[config.mk]
export PLATFORM = sky130hd
export DESIGN_NAME = pc_sequencer
export DESIGN_NICKNAME = d
export VERILOG_FILES = /design/src/rtl/mips_pkg.sv /design/src/rtl/pc_next_select.sv /design/src/rtl/pc_sequencer.sv
export SDC_FILE = /design/constraint.sdc
export NUM_CORES = 1
export LEC_CHECK = 0
export ABC_AREA = 1
export BUFFER_PORTS_ARGS = -buffer_cell sky130_fd_sc_hd__buf_2
export CAP_MARGIN = 20
export CORE_MARGIN = 2
export CORE_UTILIZATION = 60
export CTS_BUF_LIST = sky130_fd_sc_hd__clkbuf_2 sky130_fd_sc_hd__clkbuf_4 sky130_fd_sc_hd__clkbuf_8
export DETAILED_ROUTE_END_ITERATION = 8
export GPL_ROUTABILITY_DRIVEN = 0
export PLACE_DENSITY_LB_ADDON = 0.1
export SLEW_MARGIN = 25
export SYNTH_ARGS = -nofsm -noshare
export SYNTH_HDL_FRONTEND = slang
export SYNTH_HIERARCHICAL = 1
export SYNTH_SLANG_ARGS = --single-unit
[constraint.sdc]
create_clock -name clk -period 8.2 [get_ports clk]
set_clock_uncertainty 0.15 [all_clocks]
set_input_delay 0.82 -clock clk [delete_from_list [all_inputs] [get_ports clk]]
set_output_delay 0.82 -clock clk [all_outputs]
set_load 0.01 [all_outputs]
[src/rtl/mips_pkg.sv]
// Shared definitions for the MIPS fetch front end: sequencer states,
// next-PC source codes, default vectors and the branch offset helper.
package mips_pkg;

    typedef enum logic [1:0] {
        BOOT = 2'd0,
        RUN  = 2'd1,
        HALT = 2'd2
    } seq_state_e;

    typedef enum logic [2:0] {
        SEL_SEQ = 3'd0,
        SEL_BR  = 3'd1,
        SEL_J   = 3'd2,
        SEL_JR  = 3'd3,
        SEL_EXC = 3'd4
    } pc_sel_e;

    localparam logic [31:0] RESET_VECTOR_DEF = 32'h0000_0000;
    localparam logic [31:0] EXC_VECTOR_DEF   = 32'h0000_0080;

    // Word offset -> sign-extended byte offset.
    function automatic logic [31:0] branch_offset(input logic [15:0] imm);
        return {{14{imm[15]}}, imm, 2'b00};
    endfunction

endpackage

[src/rtl/pc_next_select.sv]
// Combinational next-PC selection: pc+4, branch/jump targets, priority
// mux and misaligned-JR trap flag.
// Ports: pc_i, redirect requests and targets, exc_vector_i in;
//        pc_plus4_o, next_pc_o, trap_o out.
module pc_next_select
    import mips_pkg::*;
(
    input  logic [31:0] pc_i,
    input  logic [31:0] exc_vector_i,
    input  logic        branch_taken_i,
    input  logic [15:0] branch_imm_i,
    input  logic        jump_i,
    input  logic [25:0] jump_index_i,
    input  logic        jr_i,
    input  logic [31:0] jr_target_i,
    output logic [31:0] pc_plus4_o,
    output logic [31:0] next_pc_o,
    output logic        trap_o
);

    pc_sel_e     sel;
    logic [31:0] br_target;
    logic [31:0] j_target;

    assign pc_plus4_o = pc_i + 32'd4;
    assign br_target  = pc_plus4_o + branch_offset(branch_imm_i);
    assign j_target   = {pc_plus4_o[31:28], jump_index_i, 2'b00};

    // Highest priority first; a misaligned JR overrides everything.
    always_comb begin
        sel = SEL_SEQ;
        if (jr_i && (jr_target_i[1:0] != 2'b00)) begin
            sel = SEL_EXC;
        end else if (jr_i) begin
            sel = SEL_JR;
        end else if (jump_i) begin
            sel = SEL_J;
        end else if (branch_taken_i) begin
            sel = SEL_BR;
        end
    end

    always_comb begin
        next_pc_o = pc_plus4_o;
        case (sel)
            SEL_SEQ: next_pc_o = pc_plus4_o;
            SEL_BR:  next_pc_o = br_target;
            SEL_J:   next_pc_o = j_target;
            SEL_JR:  next_pc_o = jr_target_i;
            SEL_EXC: next_pc_o = exc_vector_i;
            default: next_pc_o = pc_plus4_o;
        endcase
    end

    assign trap_o = (sel == SEL_EXC);

endmodule

[src/rtl/pc_sequencer.sv]
// Program counter sequencer: owns pc, the BOOT/RUN/HALT fetch FSM and the
// misaligned-JR error pulse. Ports: clk, reset, imem_ready, stall,
// redirects (branch/jump/jr), halt_req, resume in; pc, pc_plus4,
// fetch_valid, halted, addr_error out.
module pc_sequencer
    import mips_pkg::*;
#(
    parameter logic [31:0] RESET_VECTOR = RESET_VECTOR_DEF,
    parameter logic [31:0] EXC_VECTOR   = EXC_VECTOR_DEF
) (
    input  logic        clk,
    input  logic        reset,
    input  logic        imem_ready,
    input  logic        stall,
    input  logic        branch_taken,
    input  logic [15:0] branch_imm,
    input  logic        jump,
    input  logic [25:0] jump_index,
    input  logic        jr,
    input  logic [31:0] jr_target,
    input  logic        halt_req,
    input  logic        resume,
    output logic [31:0] pc,
    output logic [31:0] pc_plus4,
    output logic        fetch_valid,
    output logic        halted,
    output logic        addr_error
);

    seq_state_e  state_q, state_d;
    logic [31:0] pc_q, pc_d;
    logic        addr_error_q, addr_error_d;
    logic [31:0] next_pc;
    logic        trap;
    logic        adv;

    pc_next_select u_next (
        .pc_i           (pc_q),
        .exc_vector_i   (EXC_VECTOR),
        .branch_taken_i (branch_taken),
        .branch_imm_i   (branch_imm),
        .jump_i         (jump),
        .jump_index_i   (jump_index),
        .jr_i           (jr),
        .jr_target_i    (jr_target),
        .pc_plus4_o     (pc_plus4),
        .next_pc_o      (next_pc),
        .trap_o         (trap)
    );

    assign adv = (state_q == RUN) && imem_ready && !stall;

    always_ff @(posedge clk or posedge reset) begin
        if (reset) begin
            state_q      <= BOOT;
            pc_q         <= RESET_VECTOR;
            addr_error_q <= 1'b0;
        end else begin
            state_q      <= state_d;
            pc_q         <= pc_d;
            addr_error_q <= addr_error_d;
        end
    end

    always_comb begin
        state_d      = state_q;
        fetch_valid  = 1'b0;
        halted       = 1'b0;
        pc_d         = adv ? next_pc : pc_q;
        addr_error_d = adv && trap;
        case (state_q)
            BOOT: begin
                state_d = RUN;
            end
            RUN: begin
                fetch_valid = 1'b1;
                // The halting fetch still commits its next PC.
                if (adv && halt_req) begin
                    state_d = HALT;
                end
            end
            HALT: begin
                halted = 1'b1;
                if (resume) begin
                    state_d = RUN;
                end
            end
            default: begin
                state_d = BOOT;
            end
        endcase
    end

    assign pc         = pc_q;
    assign addr_error = addr_error_q;

endmodule

-- After elaboration in Yosys (flattened, before gate mapping)
Index checks and enable logic that the tools add are counted.
- flip-flop bits (word level): 35
- bits of input ports: 83
- output and inout bits: 67
- word-level logic and storage cells: 32
- add/sub/neg operators: 2
- eq/ne operators: 8
- mux-type cells: 10
- reductions and logical operators: 9
- operators by type and width (operator ; number):
    $pmux W32 S4 ; 1
    $add A32 B3 Y32 const B ; 1
    $add A32 B32 Y32 ; 1
    $mux W3 ; 3
    $eq A3 B2 Y1 const B ; 2
    $pmux W2 S3 ; 1
    $logic_and A1 B1 Y1 ; 5
    $mux W2 ; 2
    $eq A3 B1 Y1 const B ; 1
    $eq A3 B3 Y1 const B ; 1
    $mux W1 ; 3
    $eq A2 B1 Y1 const B ; 1
    $eq A2 B2 Y1 const B ; 1
    $logic_not A2 Y1 ; 1
    $ne A2 B1 Y1 const B ; 1
    $ne A2 B2 Y1 const B ; 1
    $reduce_and A2 Y1 ; 1
    $reduce_bool A2 Y1 ; 1
    $logic_not A1 Y1 ; 1

-- Longest topological paths before layout
- word-level depth: 6
- depth in mapped cells: 27
- mapped depth without buffers: 27

-- Modules after synthesis
The synthesis kept the hierarchy.
- by module, submodules not included (module ; instances ; cells an instance ; area each (sq um) ; seq. area each (sq um)):
    pc_next_select ; 1 ; 762 ; 3961.3 ; 0.0
    pc_sequencer ; 1 ; 160 ; 1450.1 ; 875.8

-- Worst setup path before layout
No wires, ideal clock.
- path type: flip-flop to flip-flop
- start: register pc_q[2], in the netlist pc[2]
- end: register pc_q[29], in the netlist pc[29]
- setup time: 0.117 ns
- data arrival time: 2.811 ns
- required time: 7.933 ns
- setup slack: 5.122 ns
- stages on the path, launching flop included: 20
- buffers on the path: 0
- clock period less this slack: 3.078 ns
- cell sequence: dfrtp_1 > ha_1 > nand2_1 > inv_2 > nand2_2 > nor3_4 > nand2_4 > nor2_8 > xor2_1 > ha_1 > a21oi_1 > o21ai_0 > inv_1 > nand2_1 > a21oi_1 > nand3_1 > nand3_1 > nand3_1 > nand3_1 > nand2_1
- cells in the longest elaborated chain, start to end: 3
- ends and longest elaborated chain (element ; RTL line ; source):
    from (decl) ; pc_sequencer.sv:31 ; logic [31:0] pc_q, pc_d;
    from (signal assigned) ; pc_sequencer.sv:60 ; pc_q <= pc_d;
    $add A32 B3 Y32 ; pc_next_select.sv:25 ; assign pc_plus4_o = pc_i + 32'd4;
    net pc_plus4[18] ; pc_sequencer.sv:24 ; output logic [31:0] pc_plus4,
    $add A32 B32 Y32 ; pc_next_select.sv:26 ; assign br_target = pc_plus4_o + branch_offset(branch_imm_i);
    $pmux W32 S4 ; pc_next_select.sv:45 ; case (sel)
    net next_pc[29] ; pc_sequencer.sv:33 ; logic [31:0] next_pc;
The timed path passes the listed nets, and every way through them passes these cells.
A chain may end at the register's enable or synchronous reset.

-- Worst setup path in the final report
- start: register pc_q[2], in the netlist pc[2]
- end: register pc_q[28], in the netlist pc[28]
- cells in the longest elaborated chain, start to end: 3
- ends and longest elaborated chain (element ; RTL line):
    $add A32 B3 Y32 * ; pc_next_select.sv:25
    $add A32 B32 Y32 ; pc_next_select.sv:26
    $pmux W32 S4 * ; pc_next_select.sv:45
    net next_pc[28] ; pc_sequencer.sv:33
Mark *: on every way through the listed nets, which the timed path passes. The rest lies on a longest branch.

==> impl_summary.txt <==
----------------------------------------------------
[Route]
  Via count of the routed design ... 6805
  Number of iterations in the first detailed-routing pass ... 5
  Routed met2 length ... 8410 microns
  Routed wl met3 ... 1950 microns
  Total wire length after detailed routing ... 19250 microns
  Highest Signal Layer ... met5
  Number of nets still failing antenna checks after routing ... 0
  Length of routed wiring on met1 ... 7502 microns
  Number of vias per cell after detailed routing ... 5.699
  Average detailed-routed wire length per instance ... 16.12 microns
  Remaining DRCs ... 0
  Initial drt markers ... 499

[CTS]
  Worst-path clk slew ... 80 ps
  Clock root buffer ... clkbuf_8
  Hold_buf cts ... 0
  TritonCTS clock tree ... done
  Number of clock sinks ... 35
  Clock buffer count from CTS ... 5
  Insertion delay to the later sink of the worst-skew pair ... 290 ps
  Post CTS Setup Buffer Count ... 0
  Number of resized instances in the post-cts repair step ... 0
  Maximum buffer depth of the clock tree ... 2
  H-tree depth ... 2

[Yosys]
  Post-synthesis register bit count ... 35
  Proportion of synthesized chip area in sequential cells ... 0.1618
  Simple-gate area share of the yosys netlist ... 0.4624
  Area share of xor/xnor cells in the synthesized design ... 0.03653
  Number of distinct library cells after synthesis ... 49
  Main combinational cell family by area after synthesis ... simple AND/OR/NAND/NOR gates
  Post-Syn Instances ... 922
  Synthesized-area fraction occupied by ao, oa, aoi and oai cells ... 0.1464
  Share of synthesized cell area in full adder, half adder and majority cells ... 0.08694
  Portion of netlist area occupied by mux cells ... 0
  Total of warnings raised by yosys ... 6
  Mapped cell area ... 5411 sq um
  Synthesized area per cell ... 5.869 sq um

[Setup path]
  CP max-delay cell ... xor2_1
  Type of element launching the critical path ... flip-flop
  Setup crit start ... pc[2]$_DFFE_PP0N_
  CP peak stage delay ... 460 ps
  CP Cell Sequence ... ha_1 -> nand2_1 -> inv_2 -> nand2_2 -> nor3_4 -> nand2_4 -> nor2_4 -> xor2_1 -> ha_1 -> a21oi_1 -> o21ai_0 -> inv_1 -> nand2_1 -> nand2_1 -> and2_1 -> nand3_1 -> nand3_1 -> nand3_1 -> nand3_1 -> nand2_1
  Worst path top cell family by delay ... simple AND/OR/NAND/NOR gates
  Startpoint of the worst register-to-register path ... pc[2]$_DFFE_PP0N_
  Worst Path Buf+Inv ... 2
  Type of the worst setup path ... flip-flop to flip-flop
  Critical path fanouts, max ... 6
  Arrival time at the worst endpoint ... 3740 ps
  Worst endpoint required time ... 8280 ps
  Sort of element at the end of the critical path ... flip-flop

[Global routing]
  Wire length of the first global-routing pass ... 30230 microns
  Number of antenna violations at the first check in global routing ... 1
  All-Layer GR Usage ... 0.3874
  Number of global-route vias before repair ... 6249
  Maximum number of pins on one net before global-route repair ... 46
  Leftover overflow at the end of global routing ... 0

[Timing]
  Slew at the pin with the worst max-slew slack ... 1029 ps
  Number of pins with negative max-slew slack in the final report ... 0
  Count of endpoints failing hold in the final timing report ... 0
  Accumulated negative setup slack ... 0 ps
  Minimum clock period after layout ... 3661 ps
  Upper clock frequency limit ... 273.2 MHz
  Share of the clock period used by the worst path after layout ... 0.4464
  Setup repair after global routing missed its margin ... no
  Smallest hold slack ... 374.6 ps
  Worst max-slew margin expressed relative to the limit ... 0.3100
  Final setup violation count ... 0

[Finish]
  Post-synthesis to final-layout area growth ... 17.64%
  Number of cells in the finished layout apart from fillers ... 1194
  Most common library cell in the layout ignoring fill and taps ... nand2_1
  Fraction of final layout cells with drive strength greater than 1 ... 0.1943
  Leading cell types in the layout, fill and taps excluded ... 331 x nand2_1, 149 x buf_2, 97 x inv_1, 95 x nand3_1, 76 x nor2_1
  Final #Nets ... 1205
  Antenna Diode Count ... 0
  Layout Utilization ... 0.7300

[Floorplan]
  Y dimension of the die ... 98.97 microns
  Full die area ... 9795 sq um
  I/O pin total ... 150
  Number of placement rows ... 34
  Initial standard-cell utilization of the core ... 0.6205
  Width of the die ... 98.97 microns
  CORE AREA ... 8721 sq um

[Worst hold path]
  HP Start ... pc[0]$_DFFE_PP0N_
  Min-delay worst type ... flip-flop to flip-flop

[Placed design]
  Half-perimeter wire length after placement ... 15210 microns
  Instance count after placement with tap cells included ... 1186
  Buffers added on ports ... 149

[Power]
  Peak ir drop on the vdd network ... 0.1040 mV
  Final Total Pwr ... 1178 uW
  Leak Pwr ... 0.003730 uW
  Ratio of total power to cell area ... 185.1 nW/um^2

[Job]
  Max-capacitance violation count ... 0

[Outcome]
  Outcome ... finished, final reports clean

----------------------------------------------------
metrics by stage:
step / setup slack (ps) / cell area, sq um
after detailed placement: 4691 / 6277
after CTS: 4655 / 6366
after floorplan: 5122 / 5524
final: 4539 / 6366
after global routing: 4312 / 6366
after global placement: 4743 / 6277
worst paths after layout:
kind                                        end  slack (ps)  depth (start not counted)
setup reg to reg             pc[28]$_DFFE_PP0N_        4540                         20
hold / removal                pc[0]$_DFFE_PP0N_         370                          2
min in group asynchronous  addr_error$_DFF_PP0_         470                          3
max in group asynchronous    pc[24]$_DFFE_PP0N_        7090                          3
hold reg to reg               pc[0]$_DFFE_PP0N_         370                          2
setup / recovery             pc[28]$_DFFE_PP0N_        4540                         20
cells by family (layout without fill, tap and decap cells):
family	count (synthesis)	in the layout
buffers and inverters	136	270
flip-flops	35	35
AND/OR/NAND/NOR	570	570
AO/OA/AOI/OAI	122	122
adder cells (fa/ha/maj)	37	37
other	2	32
XOR/XNOR	20	20
layout make-up:
cell class	instances	area (sq um)
clock buffer	5	68.82
clock inverter	3	20.02
fill	845	2355
inverter	110	412.9
multi-input combinational	781	4085
sequential	35	875.8
tap	108	135.1
timing repair buffer	152	768.2
layer usage:
layer / vias up / global-route usage
li1: 3318 / -
met1: 2991 / 0.4872
met2: 416 / 0.6227
met3: 78 / 0.06099
met4: 2 / 0.2371
met5: - / 0
power breakdown:
part           switching [uW]  total [uW]  internal (uW)
Sequential               66.2         276            210
Clock                    69.1         128           59.2
Combinational             500         774            274
flip-flops by register name, indices dropped and copies added (netlist names):
signal,cells
pc,32
addr_error,1
state_q,2
synth_stat cells (all sizes together):
| library cell | instances | area share |
|---|---|---|
| nor3b | 2 | 0.0028 |
| xor2 | 13 | 0.021 |
| o31ai | 1 | 0.0014 |
| fa | 1 | 0.0037 |
| buf | 17 | 0.022 |
| nor3 | 7 | 0.010 |
| and2 | 4 | 0.0046 |
| nand4 | 18 | 0.022 |
| nand3 | 96 | 0.090 |
| nand3b | 2 | 0.0028 |
| a22oi | 1 | 0.0014 |
| ha | 36 | 0.083 |
| a21o | 4 | 0.0055 |
| conb | 2 | 0.0014 |
| a21boi | 4 | 0.0055 |
| a32oi | 3 | 0.0049 |
| o21ai | 21 | 0.019 |
| xnor2 | 7 | 0.015 |
| nor4 | 1 | 0.0012 |
| a21oi | 52 | 0.052 |
| clkbuf | 9 | 0.0062 |
| nand2 | 340 | 0.24 |
| inv | 108 | 0.075 |
| clkinv | 2 | 0.0014 |
| a22o | 4 | 0.0065 |
| nor2 | 88 | 0.073 |
| a221oi | 25 | 0.040 |
| and3 | 2 | 0.0023 |
| or2 | 10 | 0.012 |
| dfrtp | 35 | 0.16 |
| o21bai | 7 | 0.0097 |
worst register-to-register path, delay by kind of cell, from the launching register on:
family          cells  cell delay [ps]
compound gates      2              380
xor+xnor            1              460
fa+ha+maj           2              470
buf+inv             2              150
flops               1              430
simple gates       13             1530
No activity file was read; power rests on OpenSTA's default activity.
